**config.mk**
```make
export PLATFORM = sky130hd
export DESIGN_NAME = store_buffer
export DESIGN_NICKNAME = d
export VERILOG_FILES = /design/src/rtl/store_buffer.sv
export SDC_FILE = /design/constraint.sdc
export NUM_CORES = 1
export LEC_CHECK = 0
export BUFFER_PORTS_ARGS = -buffer_cell sky130_fd_sc_hd__buf_4
export CELL_PAD_IN_SITES_DETAIL_PLACEMENT = 0
export CELL_PAD_IN_SITES_GLOBAL_PLACEMENT = 2
export CORE_UTILIZATION = 42
export CTS_BUF_LIST = sky130_fd_sc_hd__clkbuf_4 sky130_fd_sc_hd__clkbuf_8 sky130_fd_sc_hd__clkbuf_16
export DETAILED_ROUTE_END_ITERATION = 12
export PLACE_DENSITY = 0.95
export REMOVE_ABC_BUFFERS = 1
export SYNTH_ARGS = -nofsm -noshare
export SYNTH_HDL_FRONTEND = slang
export SYNTH_SLANG_ARGS = --single-unit
```
**constraint.sdc**
```tcl
create_clock -name clk -period 13.9 [get_ports clk]
set_input_delay 0.695 -clock clk [delete_from_list [all_inputs] [get_ports clk]]
set_output_delay 0.695 -clock clk [all_outputs]
set_load 0.05 [all_outputs]
```
**src/rtl/store_buffer.sv**
```systemverilog
// Store buffer between core and data memory: queues stores in a circular FIFO, drains them on
// cycles without a load, and forwards the youngest matching buffered store to loads.
module store_buffer #(
  parameter int unsigned DEPTH = 4
) (
  input  logic        clk,
  input  logic        rst,
  input  logic        MemRead,
  input  logic        MemWrite,
  input  logic [31:0] address,
  input  logic [31:0] write_data,
  output logic [31:0] read_data,
  output logic        stall,
  output logic        empty,
  output logic        mem_MemRead,
  output logic        mem_MemWrite,
  output logic [31:0] mem_address,
  output logic [31:0] mem_write_data,
  input  logic [31:0] mem_read_data
);

  localparam int unsigned PtrW = (DEPTH > 1) ? $clog2(DEPTH) : 1;
  localparam int unsigned CntW = $clog2(DEPTH + 1);

  logic [31:0]     addr_q [DEPTH];
  logic [31:0]     data_q [DEPTH];
  logic [PtrW-1:0] head_q, head_d;
  logic [PtrW-1:0] tail_q, tail_d;
  logic [CntW-1:0] count_q, count_d;

  logic full;
  logic drain;
  logic push;

  assign full  = (count_q == CntW'(DEPTH));
  assign drain = (count_q != '0) & ~MemRead;
  assign stall = MemWrite & full & ~drain;
  assign push  = MemWrite & ~stall;
  assign empty = (count_q == '0);

  // Pointer and occupancy bookkeeping; push and drain together leave the count unchanged.
  always_comb begin
    head_d  = head_q;
    tail_d  = tail_q;
    count_d = count_q;
    if (drain) begin
      head_d = head_q + PtrW'(1);
    end
    if (push) begin
      tail_d = tail_q + PtrW'(1);
    end
    unique case ({push, drain})
      2'b10:   count_d = count_q + CntW'(1);
      2'b01:   count_d = count_q - CntW'(1);
      default: count_d = count_q;
    endcase
  end

  always_ff @(posedge clk or posedge rst) begin
    if (rst) begin
      head_q  <= '0;
      tail_q  <= '0;
      count_q <= '0;
    end else begin
      head_q  <= head_d;
      tail_q  <= tail_d;
      count_q <= count_d;
    end
  end

  always_ff @(posedge clk or posedge rst) begin
    if (rst) begin
      for (int i = 0; i < DEPTH; i++) begin
        addr_q[i] <= '0;
        data_q[i] <= '0;
      end
    end else if (push) begin
      addr_q[tail_q] <= address;
      data_q[tail_q] <= write_data;
    end
  end

  // Walk entries oldest to youngest so the last hit is the youngest matching store.
  logic            fwd_hit;
  logic [31:0]     fwd_data;
  logic [PtrW-1:0] fwd_idx;

  always_comb begin
    fwd_hit  = 1'b0;
    fwd_data = '0;
    fwd_idx  = '0;
    for (int i = 0; i < DEPTH; i++) begin
      fwd_idx = head_q + PtrW'(i);
      if ((CntW'(i) < count_q) && (addr_q[fwd_idx] == address)) begin
        fwd_hit  = 1'b1;
        fwd_data = data_q[fwd_idx];
      end
    end
  end

  always_comb begin
    read_data = '0;
    if (MemRead) begin
      read_data = fwd_hit ? fwd_data : mem_read_data;
    end
  end

  // Memory port: a load owns it, otherwise the head entry drains, otherwise idle zeros.
  always_comb begin
    mem_MemRead    = 1'b0;
    mem_MemWrite   = 1'b0;
    mem_address    = '0;
    mem_write_data = '0;
    if (MemRead) begin
      mem_MemRead = 1'b1;
      mem_address = address;
    end else if (drain) begin
      mem_MemWrite   = 1'b1;
      mem_address    = addr_q[head_q];
      mem_write_data = data_q[head_q];
    end
  end

endmodule

```
==> qor.yml <==
cts_made_buffers: 31
reg2reg_slack_ns: 10.74
die_h_um: 218
hpwl_um: 37600
yosys.area_share.simple: 0.0711
slew_headroom: 0.253
cts_resized: 0
fin_crit_ns: 7.38
path_class: "reg2out"
initial_utilization: 0.429
ys_seq_area_frac: 0.336
antenna_found_initial: 4
end_kind: "primary output"
crit_slowest_cell: "buf_4"
grt_max_degree: 157
synthArstFlopShare: 1.00
setup_viol: 0
nFillCells: 4189
grt_pass1_vias: 15300
cp_max_fo: 110
overflow: 0
cts_hold_buffers: 0
synth_fa_ha_area_frac: 0.00511
die_w_um: 218
diodes: 0
highest_layer: "met5"
timing.fmax_mhz: 135
final_max_slew_viol_count: 0
synth_top_family_by_area: "multiplexers"
layout-drive-gt1-share: 0.335
cp-start-kind: "flip-flop"
wl_met2_um: 26700
core_um2: 45700
grt.total_usage: 0.240
via_count: 15500
cts_tree: "yes"
fin_skew_ns: 0.0149
pin_count: 200
vias_per_cell: 6.00
cts_root_buf: "clkbuf_16"
wl_met1_um: 25700
syn2layout_area_growth_pct: 12.8
peakVddDrop_uv: 217
gp_congestion: 0.889
postPlaceCellArea_um2: 21000
stdcell_area_um2: 22100
clk_latency_ns: 0.60
syn_area_per_cell_um2: 10.3
synth-compound-area-share: 0.144
worstRegToRegCells: 7
synth.area.mux_share: 0.330
regToRegStartpoint: "count_q[1]$_DFFE_PP0P_"
cts.sinks: 263
wl_met3_um: 4150
rows: 78
rsz0062_at_grt: "false"
cp.buffers_inverters: 4
clk_pin_slew_ns: 0.06
ys.flop_type: "dfrtp_1"
nNetsFinal: 2068
drc: 0
drtIter0Drc: 1135
die_area_um2: 47500
finalHoldViolCount: 0
synthXorXnorAreaFrac: 0.0505
ant_nets: 0
status: "completed"
cts.htree.levels: 1
dr.pass1.iters: 5
cp_cell_sequence: "buf_4, buf_4, mux4_2, xnor2_1, nand4_1, nor2_1, nand4_1, or3_1, nand4_4, buf_4, o221ai_1, o211a_1, buf_4"
leakagePower_uw: 0.00966
powerDensity_nw_per_um2: 274
r2r-end: "data_q[32]$_DFFE_PP0P_"
syn_inst: 1894
cts_setup_buffers: 0
crit_path_frequent_cell: "buf_4"
io_buffers: 199
tightest_slew_ns: 1.12
max_stage_delay_ns: 0.93
post_drt_wl_per_cell_um: 22.3
yosys.cell_types.count: 66
cp.arrival_ns: 6.69
required_ns: 13.20
ys_seq_elements: 263
cts_buffer_depth: 3
hold_class: "in2async"
yosysWarningCount: 0
syn_area_um2: 19600
grt_pass1_wl_um: 89500
total_power_uw: 6060
cp_top_family: "buffers and inverters"
finalCritPeriodShare: 0.531
synth_edf_count: 0
maxCapViolations: 0
drt_wl_total_um: 57600
==> cell families after synthesis <==
kind of cell | count (synthesis)
muxes | 555
AOI/OAI and AO/OA | 397
and+or+nand+nor | 326
DFF | 263
buffers and inverters | 232
xor gates and xnor gates | 113
adders and majority gates | 8
==> cell type report <==
class,count,area [µm²],area share
inverters,45,179,0.00810
well taps,600,751,0.0340
multi-input cells,1399,11800,0.536
clock inverters,15,179,0.00810
repair buffers,220,1660,0.0753
flip-flops and latches,263,6590,0.298
clock buffers,43,897,0.0406
==> power by group <==
| group | leakage [µW] | switching [µW] | internal, µW | total, µW |
|---|---|---|---|---|
| logic | 0.00599 | 2060 | 1600 | 3670 |
| clock network | 0.000542 | 347 | 508 | 855 |
| registers | 0.00313 | 381 | 1160 | 1540 |
| total | 0.00966 | 2790 | 3270 | 6060 |
==> sequential cells by signal (all words and copies together) (netlist names) <==
name / count
tail_q: 2
count_q: 3
head_q: 2
data_q: 128
addr_q: 128
==> cells in the mapped netlist (13+ instances only) <==
master | instances | area share
a2111oi_0 | 34 | 0.015
a21oi_1 | 84 | 0.021
a22o_1 | 13 | 0.0058
a311oi_1 | 30 | 0.013
buf_1 | 43 | 0.0082
buf_2 | 33 | 0.0084
buf_6 | 20 | 0.012
clkbuf_1 | 72 | 0.014
dfrtp_1 | 263 | 0.34
inv_1 | 43 | 0.0082
mux2_2 | 327 | 0.19
mux2i_1 | 186 | 0.095
mux4_2 | 29 | 0.033
nand2_1 | 111 | 0.021
nand4_1 | 14 | 0.0045
nor2_1 | 151 | 0.029
o211a_1 | 33 | 0.017
o21ai_0 | 114 | 0.029
o221ai_1 | 24 | 0.011
xnor2_1 | 78 | 0.035
xor2_1 | 35 | 0.016
==> routing by layer <==
metal	vias up	global-route usage
li1	7133	-
met1	7740	0.333
met2	533	0.383
met3	84	0.0494
met4	8	0.0508
met5	-	0
==> metrics by stage <==
stage / setup TNS (ns) / cells / utilization / hold slack (ns) / worst slack (ns)
global route: 0 / 2585 / 0.484 / 0.334 / 6.08
floorplan: -64.28 / 1707 / - / 0.462 / -2.02
detailed placement: 0 / 2527 / 0.460 / 0.491 / 7.22
CTS: 0 / 2585 / 0.484 / 0.309 / 6.57
finish: 0 / 2585 / 0.484 / 0.270 / 6.52
global placement: 0 / 2527 / 0.460 / 0.476 / 7.33
==> worst max-delay path by stage <==
stage	end	cells after the start	startpoint	slack, ns
finish	read_data[3]	13	head_q[0]$_DFFE_PP0P_	6.52
global route	read_data[3]	14	head_q[0]$_DFFE_PP0P_	6.08
CTS	read_data[3]	14	head_q[0]$_DFFE_PP0P_	6.57
detailed placement	read_data[3]	14	head_q[0]$_DFFE_PP0P_	7.22
global placement	read_data[3]	13	head_q[0]$_DFFE_PP0P_	7.33
floorplan	read_data[0]	7	head_q[0]$_DFFE_PP0P_	-2.02
==> placed cells by master, fill, tap and decap left out, types with 7 or more instances in the layout <==
cell type,instances
mux2_2,327
dfrtp_1,261
buf_4,219
mux2i_1,186
nor2_1,151
o21ai_0,114
nand2_1,107
a21oi_1,84
xnor2_1,78
inv_1,41
xor2_1,35
a2111oi_0,34
o211a_1,33
clkbuf_16,31
a311oi_1,30
mux4_2,29
o221ai_1,24
nand4_1,14
a22o_1,13
nand3_1,11
nor3_1,10
o221ai_2,10
ha_1,8
nor4_1,7
mux4_1,7
clkinv_2,7
clkbuf_4,7
Note: power is estimated with default switching activity, not from simulation.
